`config.mk`:
```
export PLATFORM = sky130hd
export DESIGN_NAME = pfqueue
export DESIGN_NICKNAME = d
export VERILOG_FILES = /design/src/rtl/pfqueue.sv
export SDC_FILE = /design/constraint.sdc
export NUM_CORES = 1
export LEC_CHECK = 0
export BUFFER_PORTS_ARGS = -buffer_cell sky130_fd_sc_hd__buf_2
export CELL_PAD_IN_SITES_DETAIL_PLACEMENT = 0
export CELL_PAD_IN_SITES_GLOBAL_PLACEMENT = 1
export CORE_MARGIN = 2
export CORE_UTILIZATION = 40
export DETAILED_ROUTE_END_ITERATION = 7
export PLACE_DENSITY = 0.85
export SLEW_MARGIN = 20
export SYNTH_ARGS = -nofsm -noshare
export SYNTH_HDL_FRONTEND = slang
export SYNTH_SLANG_ARGS = --single-unit
```
`constraint.sdc`:
```
create_clock -name i_clk -period 6.5 [get_ports i_clk]
set_input_delay 0.65 -clock i_clk [delete_from_list [all_inputs] [get_ports i_clk]]
set_output_delay 0.65 -clock i_clk [all_outputs]
set_load 0.02 [all_outputs]
```
`src/rtl/pfqueue.sv`:
```
// pfqueue: pipelined instruction prefetch queue for the ZipCPU.
// Issues sequential Wishbone reads ahead of the CPU, buffers the returned
// words in a small FIFO, and hands them out in program order with their PCs.
// A new PC (or cache clear) flushes everything and aborts any bus cycle.
// A bus error turns into a sticky illegal-instruction output at the faulting PC.
`timescale 1ns/1ps
module pfqueue #(
   parameter int unsigned ADDRESS_WIDTH = 30,
   parameter int unsigned LGDEPTH       = 2,
   parameter bit          OPT_ALIGNED   = 1'b0
) (
   input  logic                     i_clk,
   input  logic                     i_reset,
   input  logic                     i_new_pc,
   input  logic                     i_clear_cache,
   input  logic                     i_ready,
   input  logic [ADDRESS_WIDTH+1:0] i_pc,
   output logic                     o_valid,
   output logic [31:0]              o_insn,
   output logic [ADDRESS_WIDTH+1:0] o_pc,
   output logic                     o_illegal,
   output logic                     o_wb_cyc,
   output logic                     o_wb_stb,
   output logic                     o_wb_we,
   output logic [ADDRESS_WIDTH-1:0] o_wb_addr,
   output logic [31:0]              o_wb_data,
   input  logic                     i_wb_stall,
   input  logic                     i_wb_ack,
   input  logic                     i_wb_err,
   input  logic [31:0]              i_wb_data
);

   localparam int unsigned AW    = ADDRESS_WIDTH;
   localparam int unsigned DEPTH = 1 << LGDEPTH;
   localparam int unsigned CW    = LGDEPTH + 1;
   // Queue depth, one bit wider than the counters so count sums never overflow
   localparam logic [CW:0] DEPTH_C = DEPTH[CW:0];

   typedef enum logic [1:0] {
      ST_IDLE  = 2'd0,
      ST_FETCH = 2'd1,
      ST_ERROR = 2'd2
   } state_t;

   state_t              state_q, state_d;
   logic                cyc_q, cyc_d;
   logic                stb_q, stb_d;
   logic [AW-1:0]       req_addr_q, req_addr_d;
   logic [CW-1:0]       inflight_q, inflight_d;
   logic [CW-1:0]       fill_q, fill_d;
   logic [AW+1:0]       out_pc_q, out_pc_d;
   logic [LGDEPTH-1:0]  wr_ptr_q, wr_ptr_d;
   logic [LGDEPTH-1:0]  rd_ptr_q, rd_ptr_d;
   logic [31:0]         mem_q [DEPTH];

   logic                accept;
   logic                ack;
   logic                bus_err;
   logic                pop;
   logic                push;

   // Next-state logic: flush handling, bus request pacing, FIFO bookkeeping
   always_comb begin
      state_d    = state_q;
      cyc_d      = cyc_q;
      stb_d      = stb_q;
      req_addr_d = req_addr_q;
      inflight_d = inflight_q;
      fill_d     = fill_q;
      out_pc_d   = out_pc_q;
      wr_ptr_d   = wr_ptr_q;
      rd_ptr_d   = rd_ptr_q;
      push       = 1'b0;

      // Responses only count while our cycle is open; err takes precedence over ack
      accept  = cyc_q && stb_q && !i_wb_stall;
      ack     = cyc_q && i_wb_ack && !i_wb_err;
      bus_err = cyc_q && i_wb_err;
      pop     = (fill_q != '0) && i_ready;

      if (i_new_pc || i_clear_cache) begin
         // Flush: anything requested or buffered belongs to the old stream
         fill_d     = '0;
         inflight_d = '0;
         wr_ptr_d   = '0;
         rd_ptr_d   = '0;
         if (i_new_pc) begin
            state_d    = ST_FETCH;
            req_addr_d = i_pc[AW+1:2];
            out_pc_d   = i_pc;
            // An open cycle must close for one clock before a fresh one starts
            cyc_d      = !cyc_q;
            stb_d      = !cyc_q;
         end else begin
            state_d = ST_IDLE;
            cyc_d   = 1'b0;
            stb_d   = 1'b0;
         end
      end else begin
         if (pop) begin
            rd_ptr_d = rd_ptr_q + LGDEPTH'(1);
            out_pc_d = {out_pc_q[AW+1:2] + AW'(1), 2'b00};
         end
         if (bus_err) begin
            // Abandon the cycle; buffered words still drain ahead of the fault
            state_d    = ST_ERROR;
            cyc_d      = 1'b0;
            stb_d      = 1'b0;
            inflight_d = '0;
            fill_d     = fill_q - CW'(pop);
         end else begin
            push       = ack;
            if (push) begin
               wr_ptr_d = wr_ptr_q + LGDEPTH'(1);
            end
            if (accept) begin
               req_addr_d = req_addr_q + AW'(1);
            end
            inflight_d = inflight_q + CW'(accept) - CW'(ack);
            fill_d     = fill_q + CW'(push) - CW'(pop);
            if (state_q == ST_FETCH) begin
               // Only ask for more while the next cycle's totals leave room
               stb_d = ({1'b0, inflight_d} + {1'b0, fill_d}) < DEPTH_C;
               cyc_d = stb_d || (inflight_d != '0);
            end else begin
               stb_d = 1'b0;
               cyc_d = 1'b0;
            end
         end
      end
   end

   // Control and address registers with synchronous reset
   always_ff @(posedge i_clk) begin
      if (i_reset) begin
         state_q    <= ST_IDLE;
         cyc_q      <= 1'b0;
         stb_q      <= 1'b0;
         req_addr_q <= '0;
         inflight_q <= '0;
         fill_q     <= '0;
         out_pc_q   <= '0;
         wr_ptr_q   <= '0;
         rd_ptr_q   <= '0;
      end else begin
         state_q    <= state_d;
         cyc_q      <= cyc_d;
         stb_q      <= stb_d;
         req_addr_q <= req_addr_d;
         inflight_q <= inflight_d;
         fill_q     <= fill_d;
         out_pc_q   <= out_pc_d;
         wr_ptr_q   <= wr_ptr_d;
         rd_ptr_q   <= rd_ptr_d;
      end
   end

   // Instruction storage; contents are qualified by the fill count
   always_ff @(posedge i_clk) begin
      if (push) begin
         mem_q[wr_ptr_q] <= i_wb_data;
      end
   end

   assign o_valid   = (fill_q != '0) || (state_q == ST_ERROR);
   assign o_illegal = (state_q == ST_ERROR) && (fill_q == '0);
   assign o_insn    = (fill_q != '0) ? mem_q[rd_ptr_q] : 32'h0;
   assign o_pc      = OPT_ALIGNED ? {out_pc_q[AW+1:2], 2'b00} : out_pc_q;

   assign o_wb_cyc  = cyc_q;
   assign o_wb_stb  = stb_q;
   assign o_wb_we   = 1'b0;
   assign o_wb_addr = req_addr_q;
   assign o_wb_data = 32'h0;

endmodule

```
==> impl_metrics.csv <==
group,metric,value,unit
setup_path,crit_cells,7,
setup_path,critPathArrivalTime,3.69,ns
global_routing,grt_pass1_wl,40300,um
run_status,status,"finished, final reports clean",
logic_synthesis,syn_inst,831,
logic_synthesis,yosys-top-cells-count,"128 x edfxtp_1, 78 x dfxtp_1, 61 x nor2_1",
cts,cts_buffer_depth,3,
drt,ant_nets,0,
place,io_buffers,169,
finish,syn_to_final_growth,18.3,%
logic_synthesis,ys_seq_area_share,55.5,%
setup_path,reg2reg_from,"o_wb_cyc",
logic_synthesis,yosysTopAreaCellShare,39.5,%
power,combPwrFrac,8.5,%
sta,rsz0062_at_grt,"false",
place,place_congestion,0.864,
logic_synthesis,yosysMostFrequentCell,"edfxtp_1",
drt,wl,26100,um
setup_path,crit_path_start_kind,"input port",
sta,fmaxAchievable,302,MHz
cts,clock_latency,0.51,ns
sta,tightest_slew,1.06,ns
cts,path_clk_slew,0.06,ns
sta,min_period,3.31,ns
floorplan,start_util,40.4,%
sta,whs,0.354,ns
finish,fin_nets,1070,
drt,drt_first_pass_iters,5,
flow_run,max-cap-violations,0,
setup_path,worstSetupPathType,"in2reg",
drt,num_vias,7481,
global_routing,grt_max_degree,57,
setup_path,cp-end-kind,"flop",
logic_synthesis,synth_area,9740,um^2
finish,diodes,0,
drt,wl_per_cell,19.8,um
logic_synthesis,synth_cell_type_count,72,
power,sequentialPowerShare,47.8,%
setup_path,worstPathRequired,6.88,ns
setup_path,cp-endpoint,"o_wb_addr[9]",
setup_path,reg2reg_to,"o_wb_stb",
setup_path,reg2reg_depth,11,
logic_synthesis,synthFlopType,"edfxtp_1",
logic_synthesis,yosys.area.top_type,"edfxtp_1",
power,p_switching,0.720,mW
floorplan,die_width,160,um
floorplan,io_pins,203,
setup_path,max_stage_delay,1.06,ns
logic_synthesis,synth_area_leaders,"edfxtp_1 39%, dfxtp_1 16%, mux4_2 7.4%, buf_4 2.5%, and2_1 2.4%",
logic_synthesis,avgSynthCellArea,11.7,um^2
sta,relSlewSlack,29.0,%
drt,drt_first_iter_violations,627,
logic_synthesis,async_reset_ff_share,0,%
sta,setup_violations,0,
drt,viasPerCell,5.66,
logic_synthesis,ys_warn_count,0,
setup_path,critical_path.max_fanout,37,
setup_path,path_buf_inv,3,
global_routing,grt_pass1_vias,7112,
cts,cts.sinks,206,
setup_path,worstSetupStartpoint,"i_new_pc",
power,p_clk_share,43.7,%
place,hpwl,17500,um
setup_path,cpMaxStageDelayCell,"clkinv_1",
finish,final_layout_size_suffix_gt1_share,26.4,%
setup_path,cp_cell_sequence,"buf_2 > clkinv_1 > o21ai_1 > buf_4 > o21ai_0 > a22oi_1 > nor2_1",
floorplan,core-area,24100,um^2
power,power_density,263,nW/um^2
cts,cts_buffers,22,
cts,cts_root_buffer,"clkbuf_16",
sta,period_share,51.0,%
logic_synthesis,synth-edff-count,128,
sta,setup_tns,0,ns
cts,post_cts_resized,0,
global_routing,grt-ovfl-total,0,
sta,finClkSkew,0.0266,ns
power,internal_power,2.32,mW
floorplan,die_h,160,um
finish,fin_cells,1321,
setup_path,crit_family,"buffers and inverters",
global_routing,antenna_found_initial,1,
power,p_sw_share,23.7,%
place,dp.cells,1285,
power,leakagePower,4.36,nW
cts,hold_buffers,0,
floorplan,rows,57,
logic_synthesis,synth_seq_cells,206,
setup_path,r2r_slack,3.64,ns
floorplan,die_area,25600,um^2
global_routing,grt_use_total,19.8,%
sta,slew_viol_final,0,
cts,cts_tree,"built",
drt,drc,0,
power,peakVddDrop,167,uV
sta,finalHoldViolCount,0,
cts,cts_max_level,1,
min_path,min_path_type,"in2reg",
cts,cts_setup_buffers,0,
[power groups by stage]
stage	Sequential [mW]	Combinational, mW	Clock [mW]
floorplan	1.50	0.141	0
global placement	1.48	0.252	0
detailed placement	1.48	0.256	0
CTS	1.45	0.258	1.35
global route	1.46	0.279	1.40
finish	1.45	0.257	1.33
[flip-flops by register name, indices dropped and copies added, names as in the netlist, named ones only]
signal / flops
mem_q: 128
o_pc: 32
o_wb_addr: 30
fill_q: 3
inflight_q: 3
rd_ptr_q: 2
state_q: 2
wr_ptr_q: 2
o_wb_cyc: 1
o_wb_stb: 1
[cell type report]
cell class	instances	area [um^2]
clock buffers	24	558
repair buffers	183	951
fillers	2219	12600
well taps	324	405
multi-input cells	556	3950
flip-flops and latches	206	5410
clock inverters	12	200
inverters	16	60.1
[metal layers]
layer  wire [um]  part of all wire, %  track usage (%)
met1       10700                   41             26.3
met2       12700                   49             32.8
met3        2040                  7.8             3.87
met4         702                  2.7             6.02
met5          12                0.046                0
[cells in the final DEF (no fill, tap or decap), drive strengths merged, types with 4 or more instances in the layout]
cell type | netlist | final
and4 | 9 | 9
a21boi | 5 | 5
clkinv | 1 | 6
mux4 | 32 | 32
buf | 46 | 183
clkbuf | 39 | 24
bufinv | 0 | 5
nor2 | 61 | 61
or4 | 5 | 5
and2 | 38 | 38
dfxtp | 78 | 78
inv | 15 | 16
o41ai | 6 | 6
nand3 | 36 | 36
o21a | 4 | 4
a211oi | 17 | 17
edfxtp | 128 | 128
or3 | 8 | 8
nand2b | 4 | 4
o21ai | 28 | 28
a21oi | 37 | 37
and3 | 26 | 26
a32oi | 4 | 4
o31ai | 10 | 10
o211ai | 5 | 5
a31oi | 8 | 8
o22ai | 4 | 4
nand4 | 20 | 20
o311ai | 6 | 6
nor3b | 5 | 5
nand2 | 47 | 47
xnor2 | 10 | 10
conb | 1 | 33
nor3 | 14 | 14
ha | 11 | 11
nor4 | 5 | 5
a22oi | 7 | 7
[kinds of logic (layout without fill, tap and decap cells)]
kind of cell,Yosys count,in the layout,synth area share [%]
AOI/OAI and AO/OA,174,174,12.4
DFF,206,206,55.5
adders and majority gates,13,13,1.82
xor gates and xnor gates,13,13,1.17
and+or+nand+nor,288,288,16.1
other,1,33,0.0385
muxes,35,35,7.72
buffers and inverters,101,235,5.28
[worst min-delay path by stage]
stage                            start     endpoint  slack (ns)  cells after the start
after CTS                 i_wb_data[9]  mem_q[2][9]        0.34                      1
after global placement      state_q[1]   state_q[1]        0.46                      2
after detailed placement    state_q[1]   state_q[1]        0.48                      2
after floorplan             state_q[1]   state_q[1]        0.45                      2
final                     i_wb_data[9]  mem_q[0][9]        0.35                      1
after global routing      i_wb_data[9]  mem_q[0][9]        0.35                      1
[per-stage QoR]
stage / total power [mW] / util [%] / setup WS [ns] / instance area, um^2
2_1_floorplan: 1.64 / - / 3.63 / 9860
3_3_place_gp: 1.73 / 44.7 / 2.76 / 10800
3_5_place_dp: 1.74 / 44.7 / 2.71 / 10800
4_1_cts: 3.06 / 47.8 / 3.27 / 11500
5_1_grt: 3.14 / 47.8 / 2.96 / 11500
6_report: 3.04 / 47.8 / 3.19 / 11500
Power figures use the tool's default switching activity.
